===== src/rtl/pio_reg_responder.sv =====
// pio_reg_responder
//   Fabric-side responder for the Nios PIO register bus. Software toggles
//   level strobes (addr_write, swrite, sread, cread). Each rising edge
//   performs one byte-wide register action. Masked changes on the fabric
//   event lines are timestamped into a FIFO that software drains byte-wise.
//
// Ports
//   clk         in   1     system clock
//   reset       in   1     asynchronous active-high reset
//   addr        in   8     register address, latched on addr_write rise
//   addr_write  in   1     address latch strobe
//   wdata       in   8     write data
//   swrite      in   1     write strobe: reg[addr_lat] <= wdata
//   sread       in   1     read strobe: rdata <= reg[addr_lat]
//   cread       in   1     pop strobe for the event FIFO head
//   rdata       out  8     read data back to the PIO
//   ev_in       in   EV_W  fabric event lines
//   time_out    out  32    free-running timestamp
//   signals_out out  32    {fifo_count, status, ctrl, mask}, registered
module pio_reg_responder #(
  parameter int FIFO_AW = 4,
  parameter int EV_W    = 8
) (
  input  logic            clk,
  input  logic            reset,
  input  logic [7:0]      addr,
  input  logic            addr_write,
  input  logic [7:0]      wdata,
  input  logic            swrite,
  input  logic            sread,
  input  logic            cread,
  output logic [7:0]      rdata,
  input  logic [EV_W-1:0] ev_in,
  output logic [31:0]     time_out,
  output logic [31:0]     signals_out
);

  localparam int DEPTH = 1 << FIFO_AW;
  localparam int EW    = 32 + EV_W;

  logic              aw_q, sw_q, sr_q, cr_q;
  logic              aw_rise, sw_rise, sr_rise, cr_rise;
  logic [7:0]        addr_lat, eff_addr;
  logic              capture_en;
  logic [7:0]        mask, scratch;
  logic              overflow;
  logic [EV_W-1:0]   ev_prev;
  logic [EW-1:0]     mem [DEPTH];
  logic [FIFO_AW-1:0] wr_ptr, rd_ptr;
  logic [FIFO_AW:0]  count;

  logic              empty, full, event_hit, push, pop, flush, ts_clr, ovf_set, ovf_clr;
  logic [EW-1:0]     head;
  logic [31:0]       head_ts, head_ev;
  logic [7:0]        status_byte, ctrl_byte, rd_val;

  assign aw_rise = addr_write & ~aw_q;
  assign sw_rise = swrite & ~sw_q;
  assign sr_rise = sread & ~sr_q;
  assign cr_rise = cread & ~cr_q;

  // Decode: a same-cycle addr_write makes the new address visible to
  // swrite/sread immediately. A flush cancels any same-cycle push or pop;
  // a push into a full FIFO only survives if a pop frees a slot.
  always_comb begin
    eff_addr    = aw_rise ? addr : addr_lat;
    ts_clr      = sw_rise && (eff_addr == 8'h00) && wdata[1];
    flush       = sw_rise && (eff_addr == 8'h00) && wdata[2];
    ovf_clr     = sw_rise && (eff_addr == 8'h11) && wdata[2];
    empty       = (count == '0);
    full        = (count == (FIFO_AW+1)'(DEPTH));
    event_hit   = capture_en && (|((ev_in ^ ev_prev) & EV_W'(mask)));
    pop         = cr_rise && !empty && !flush;
    push        = event_hit && !flush && (!full || pop);
    ovf_set     = event_hit && !flush && full && !pop;
    head        = mem[rd_ptr];
    head_ts     = head[EW-1:EV_W];
    head_ev     = 32'(head[EV_W-1:0]);
    status_byte = {5'b0, overflow, full, empty};
    ctrl_byte   = {7'b0, capture_en};
  end

  // Read mux sampled at the sread edge, so it sees the pre-pop head.
  always_comb begin
    rd_val = 8'h00;
    case (eff_addr)
      8'h00: rd_val = ctrl_byte;
      8'h01: rd_val = mask;
      8'h02: rd_val = scratch;
      8'h10: rd_val = 8'(count);
      8'h11: rd_val = status_byte;
      8'h20, 8'h21, 8'h22, 8'h23:
        rd_val = empty ? 8'h00 : head_ts[{eff_addr[1:0], 3'b000} +: 8];
      8'h24, 8'h25, 8'h26, 8'h27:
        rd_val = empty ? 8'h00 : head_ev[{eff_addr[1:0], 3'b000} +: 8];
      default: rd_val = 8'h00;
    endcase
  end

  // Strobe history, address latch, control registers and read data.
  always_ff @(posedge clk or posedge reset) begin
    if (reset) begin
      aw_q       <= 1'b0;
      sw_q       <= 1'b0;
      sr_q       <= 1'b0;
      cr_q       <= 1'b0;
      addr_lat   <= 8'h00;
      capture_en <= 1'b0;
      mask       <= 8'h00;
      scratch    <= 8'h00;
      rdata      <= 8'h00;
    end else begin
      aw_q     <= addr_write;
      sw_q     <= swrite;
      sr_q     <= sread;
      cr_q     <= cread;
      addr_lat <= eff_addr;
      if (sw_rise) begin
        case (eff_addr)
          8'h00:   capture_en <= wdata[0];
          8'h01:   mask       <= wdata;
          8'h02:   scratch    <= wdata;
          default: ;
        endcase
      end
      if (sr_rise) rdata <= rd_val;
    end
  end

  // Timestamp counter, event history and registered status word.
  always_ff @(posedge clk or posedge reset) begin
    if (reset) begin
      time_out    <= 32'h0;
      ev_prev     <= '0;
      signals_out <= 32'h0;
    end else begin
      time_out    <= ts_clr ? 32'h0 : time_out + 32'd1;
      ev_prev     <= ev_in;
      signals_out <= {8'(count), status_byte, ctrl_byte, mask};
    end
  end

  // FIFO bookkeeping. Overflow set takes precedence over a same-cycle clear.
  always_ff @(posedge clk or posedge reset) begin
    if (reset) begin
      wr_ptr   <= '0;
      rd_ptr   <= '0;
      count    <= '0;
      overflow <= 1'b0;
    end else begin
      if (flush) begin
        wr_ptr <= '0;
        rd_ptr <= '0;
        count  <= '0;
      end else begin
        if (push) wr_ptr <= wr_ptr + 1'b1;
        if (pop)  rd_ptr <= rd_ptr + 1'b1;
        if (push && !pop)      count <= count + 1'b1;
        else if (pop && !push) count <= count - 1'b1;
      end
      if (ovf_set)      overflow <= 1'b1;
      else if (ovf_clr) overflow <= 1'b0;
    end
  end

  // Event storage needs no reset; entries are only read when counted.
  always_ff @(posedge clk) begin
    if (push) mem[wr_ptr] <= {time_out, ev_in};
  end

endmodule


===== config.mk =====
export PLATFORM = sky130hd
export DESIGN_NAME = pio_reg_responder
export DESIGN_NICKNAME = d
export VERILOG_FILES = /design/src/rtl/pio_reg_responder.sv
export SDC_FILE = /design/constraint.sdc
export NUM_CORES = 1
export LEC_CHECK = 0
export CORE_MARGIN = 1.5
export CORE_UTILIZATION = 52
export CTS_BUF_LIST = sky130_fd_sc_hd__clkbuf_4 sky130_fd_sc_hd__clkbuf_8 sky130_fd_sc_hd__clkbuf_16
export CTS_CLUSTER_DIAMETER = 80
export DETAILED_ROUTE_END_ITERATION = 7
export PLACE_DENSITY = 0.69
export RECOVER_POWER = 25
export SLEW_MARGIN = 20
export SYNTH_ARGS = -nofsm -noshare
export SYNTH_HDL_FRONTEND = slang
export SYNTH_SLANG_ARGS = --single-unit

===== constraint.sdc =====
create_clock -name clk -period 9.9 [get_ports clk]
set_clock_uncertainty 0.2 [all_clocks]
set_input_delay 0.99 -clock clk [delete_from_list [all_inputs] [get_ports clk]]
set_output_delay 0.99 -clock clk [all_outputs]
set_load 0.03 [all_outputs]

Word level (Yosys, flattened, before mapping) --
Memories as Yosys holds them, arrays and structs flattened. Index checks and enable logic that the tools add are counted.
Storage, ports and cells: register bits after elaboration 108, RAM bits 640, bits of input ports 30, output and inout bits 72, logic and storage cells 95, memories 1
Operators by class: $add $sub $neg 5, equality and inequality tests 13, shift-type cells 2, multiplexer cells 16, bitwise logic cells 10, reduce and logical (&&, ||, !) cells 32
Memories:
- mem | words 16, width 40, read ports 1, clocked after memory_dff 0, write ports 1, RTL line 48 | logic [EW-1:0] mem [DEPTH];
Operators with widths (count):
- equality test 8 x 6 -> 1 bit (second input constant) | 8
- variable part select 32 x 6 -> 8 bit | 2
- case mux 8 bit (7 select lines) | 1
- adder 32 x 1 -> 32 bit (second input constant) | 1
- 2-to-1 mux 32 bit | 1
- 2-to-1 mux 8 bit | 3
- equality test 8 x 5 -> 1 bit (second input constant) | 2
- 2-to-1 mux 4 bit | 4
- 2-to-1 mux 5 bit | 3
- logical AND 1 bit | 14
- adder 4 x 1 -> 4 bit (second input constant) | 2
- bitwise AND 8 bit | 1
- equality test 8 x 1 -> 1 bit (second input constant) | 1
- equality test 8 x 2 -> 1 bit (second input constant) | 1
- zero test 8 bit | 1
- OR reduction 4 bit | 2
- OR reduction 8 bit | 1
- XOR 8 bit | 1
- AND reduction 2 bit | 3
- nonzero test 2 bit | 3
- adder 5 x 1 -> 5 bit (second input constant) | 1
- equality test 5 bit (second input constant) | 1
- zero test 1 bit | 5
- zero test 5 bit | 1
- other kinds (6) | 15

Logic depth before layout (Yosys ltp) --
word-level depth 15, mapped depth 15, mapped depth without buffers 12

Worst setup path before layout --
No wires, ideal clock.
path type in2reg, start input addr_write, end memory mem[1][0] (netlist name) (enable), setup time 0.537 ns, arrival time 5.867 ns, data required time 9.163 ns, path slack 3.296 ns, stages 8, buffers on the path 2, cell sequence nand2b_4 -> buf_12 -> mux2i_2 -> or2_4 -> or4_4 -> buf_6 -> nand3_1 -> nor4_1
Between the ends: word-level cells in the longest chain between the ends 11, elaborated cells on any way between the ends 12, classes of those cells mux (3); bitwise (1); reduce/logical (8)
Ends and longest elaborated chain:
- start, declared | RTL line 27 | input logic addr_write,
- bitwise AND 1 bit (*) | RTL line 57 | assign aw_rise = addr_write & ~aw_q;
- 2-to-1 mux 8 bit (*) | RTL line 66 | eff_addr = aw_rise ? addr : addr_lat;
- zero test 8 bit (*) | RTL line 68 | flush = sw_rise && (eff_addr == 8'h00) && wdata[2];
- logical AND 1 bit (*) (2 in series) | RTL line 68
- zero test 1 bit (*) | RTL line 73, 74
- logical AND 1 bit | RTL line 73 | pop = cr_rise && !empty && !flush;
- logical OR 1 bit | RTL line 74 | push = event_hit && !flush && (!full || pop);
- logical AND 1 bit (*) | RTL line 74
- 2-to-1 mux 1 bit (*) | RTL line 168 | if (push) mem[wr_ptr] <= {time_out, ev_in};
- 2-to-1 mux 1 bit (implied by the code) (*) | RTL line 168
- end, declared | RTL line 48
Every way passes the cells marked *; elsewhere a longest branch is shown, timed or not.

Worst setup path in the final report --
start input ev_in[6], end memory mem[5][12] (netlist name) (enable)
Between the ends: word-level cells in the longest chain between the ends 8
Ends and longest elaborated chain:
- start, declared | RTL line 33 | input logic [EV_W-1:0] ev_in,
- XOR 8 bit | RTL line 72 | event_hit = capture_en && (|((ev_in ^ ev_prev) & EV_W'(mask)));
- bitwise AND 8 bit | RTL line 72
- OR reduction 8 bit | RTL line 72
- logical AND 1 bit | RTL line 72
- logical AND 1 bit (2 in series) | RTL line 74
- 2-to-1 mux 1 bit | RTL line 168
- 2-to-1 mux 1 bit (implied by the code) | RTL line 168
No other way between the ends.

==> metrics <==
status=completed; Post-CTS Hold Buffers=0; CORE AREA=56300 sq um; routability cong.=0.884; CP startpoint kind=input pin; Row Count=87; Post-CTS Setup Bufs=0; worst skew pair latency=0.61 ns; Area Growth Syn to Fin=14.7%; hold crit path type=reg2reg; Mapped Cells=1494; Clk pin slew, worst setup/hold paths=0.06 ns; crit end category=flop; ys flop type=edfxtp_1; initial antenna violation count=1; setup ws final=5.43 ns; maximum clock rate=0.224 GHz; GRT Residual Overflow=0; share of the synthesized area in the top cell type=65.1%; synth top area cells=edfxtp_1, mux4_2, dfrtp_1; Total Die Area=58300 sq um; htree depth=3; Final nets=1675; #FFs+latches synth=748; final hold violations=0; Routed WL per cell=27.8 um; I/O pins=102; vias in the first global route=15100; die width=241 um; VDD IR-drop max=0.174 mV; DRC violations left=0; post-CTS resize count=0; antenna viol nets, final=0; Worst Setup Path Type=in2reg; Avg Inst Size Synth=19.8 sq um; CTS Buf Count=75; pwr dens=272 nW/um^2; pre-CTS WS=4.79 ns; Initial DRC Count=1598; EDFF count, synth=640; Vias=15100; count leader, synth=edfxtp_1; pin count of the biggest net entering global routing=91; Hold Worst Slack=0.213 ns; All-Layer GR Usage=24.0%; routed wire length=68.2 mm; Min Clock Period, post-route=4.47 ns; root buf cell=clkbuf_16; worst path bufs/invs=2; Final TNS setup=0 ns; max-slew violations=0; Starting Density=52.5%; via/cell ratio=6.15; CP arrival=4.55 ns; CP delay by family, top=simple AND/OR/NAND/NOR gates; Port Buffer Count=86; Synthesis Warnings=0; TritonCTS clock tree=done; endpoints failing setup=0; global-route wire length before repair=99.5 mm; post-synth top area cell=edfxtp_1; Async S/R FF share, synth=14.4%; Worst Tran Pin Value=1.21 ns; mapped cell area=29500 sq um; DIE HEIGHT=241 um; final worst-path cycle share=45.1%; Worst path max stage delay=0.88 ns; crit-path max FO=21; Leakage=11.4 nW; hpwl dp=40.3 mm; Seq/Total Area, Yosys=74.2%; slowest cell on the critical path=clkdlybuf4s50_1; max_cap viols=0; CTS Sinks=748; crit path cell chain=clkdlybuf4s50_1 > xor2_1 > a22oi_1 > a41oi_1 > and3_4 > nand3b_1 > nor2_4 > buf_4; Slew headroom=19.2%; proportion of layout cells with a drive suffix above 1=22.8%; CP Data Required Time=9.98 ns; Commonest cells post-synth=edfxtp_1, mux4_2, dfrtp_1; drt pass-1 iters=6; synth unique cells=69; RSZ-0062 raised after global routing=no; Max clock buf depth=3
## area by class of cell
class                      instances  area [sq um]
antenna                            1          2.50
clock buffer                      90          2060
clock inverter                    45           468
fill                            4006         22400
inverter                          15          58.8
multi-input combinational        661          7220
sequential                       748         21900
tap                              756           946
timing repair buffer             133          1190
## cells in the final DEF, fill, tap and decap left out, types with 6 or more instances in the layout
master / instances
xnor2_1: 16
xor2_1: 32
nand2_1: 31
buf_4: 37
conb_1: 15
nor4_2: 6
o21ai_0: 16
and2_1: 6
clkbuf_4: 11
nand4_1: 9
nor2_1: 67
clkinv_1: 17
a22oi_1: 31
a21oi_1: 9
nand3_1: 30
and3_1: 9
dfrtp_1: 104
mux2i_1: 46
nor4_1: 7
clkdlybuf4s50_1: 82
clkinv_2: 12
nor2b_1: 16
edfxtp_1: 640
a31oi_1: 8
ha_1: 10
a211oi_1: 6
clkbuf_16: 79
bufinv_16: 9
clkbuf_1: 9
mux2_2: 24
mux4_2: 163
inv_1: 13
nand2b_1: 11
o22ai_1: 21
## logic make-up after synthesis
group	share of synthesized area, %
buffers and inverters	1.84
DFF	74.2
adders and majority gates	0.491
xor gates and xnor gates	1.42
muxes	15.1
and+or+nand+nor	4.04
other	0.0127
AOI/OAI and AO/OA	2.88
## flip-flops by register name, indices dropped and copies added, names as in the netlist
| register | count |
|---|---|
| addr_lat | 8 |
| aw_q | 1 |
| capture_en | 1 |
| count | 5 |
| cr_q | 1 |
| ev_prev | 8 |
| mask | 8 |
| mem | 640 |
| overflow | 1 |
| rd_ptr | 4 |
| rdata | 8 |
| scratch | 8 |
| signals_out | 17 |
| sr_q | 1 |
| sw_q | 1 |
| time_out | 32 |
| wr_ptr | 4 |
## where the power goes
group / internal [mW] / switching [mW]
Combinational: 1.01 / 1.13
Sequential: 3.77 / 0.410
Clock: 1.72 / 1.17
Total: 6.50 / 2.72
## per-layer routing
layer  vias to the layer above  share of wire [%]  global-route usage (%)
li1                       6333                  -                       -
met4                         0                2.8                    8.81
met3                       111                8.3                    4.12
met2                       692                 48                    37.4
met1                      7928                 41                    34.5
met5                         -                  0                       0
## final timing paths
path,from,endpoint,slack (ns),depth (start not counted)
worst min register to register,capture_en$_DFFE_PP0N_,signals_out[8]$_DFF_PP0_,0.21,0
worst max-delay path,ev_in[6],mem[5][12]$_DFFE_PP_,5.43,8
worst max register to register,rd_ptr[1]$_DFFE_PP0P_,rdata[4]$_DFFE_PP0P_,5.77,6
worst min-delay path,capture_en$_DFFE_PP0N_,signals_out[8]$_DFF_PP0_,0.21,0
max in group asynchronous,reset,rd_ptr[0]$_DFFE_PP0P_,7.52,3
min in group asynchronous,reset,mask[5]$_DFFE_PP0P_,0.58,2
## stage by stage
stage               util [%]  cell area (sq um)  std cells  power, mW
floorplan                  -              29600       1508       5.64
global placement        55.8              31400       2313       6.37
detailed placement      55.8              31400       2313       6.41
CTS                     60.3              33900       2448       9.29
global route            60.2              33900       2449       9.56
finish                  60.2              33900       2449       9.22
(Power assumes the default switching activity.)
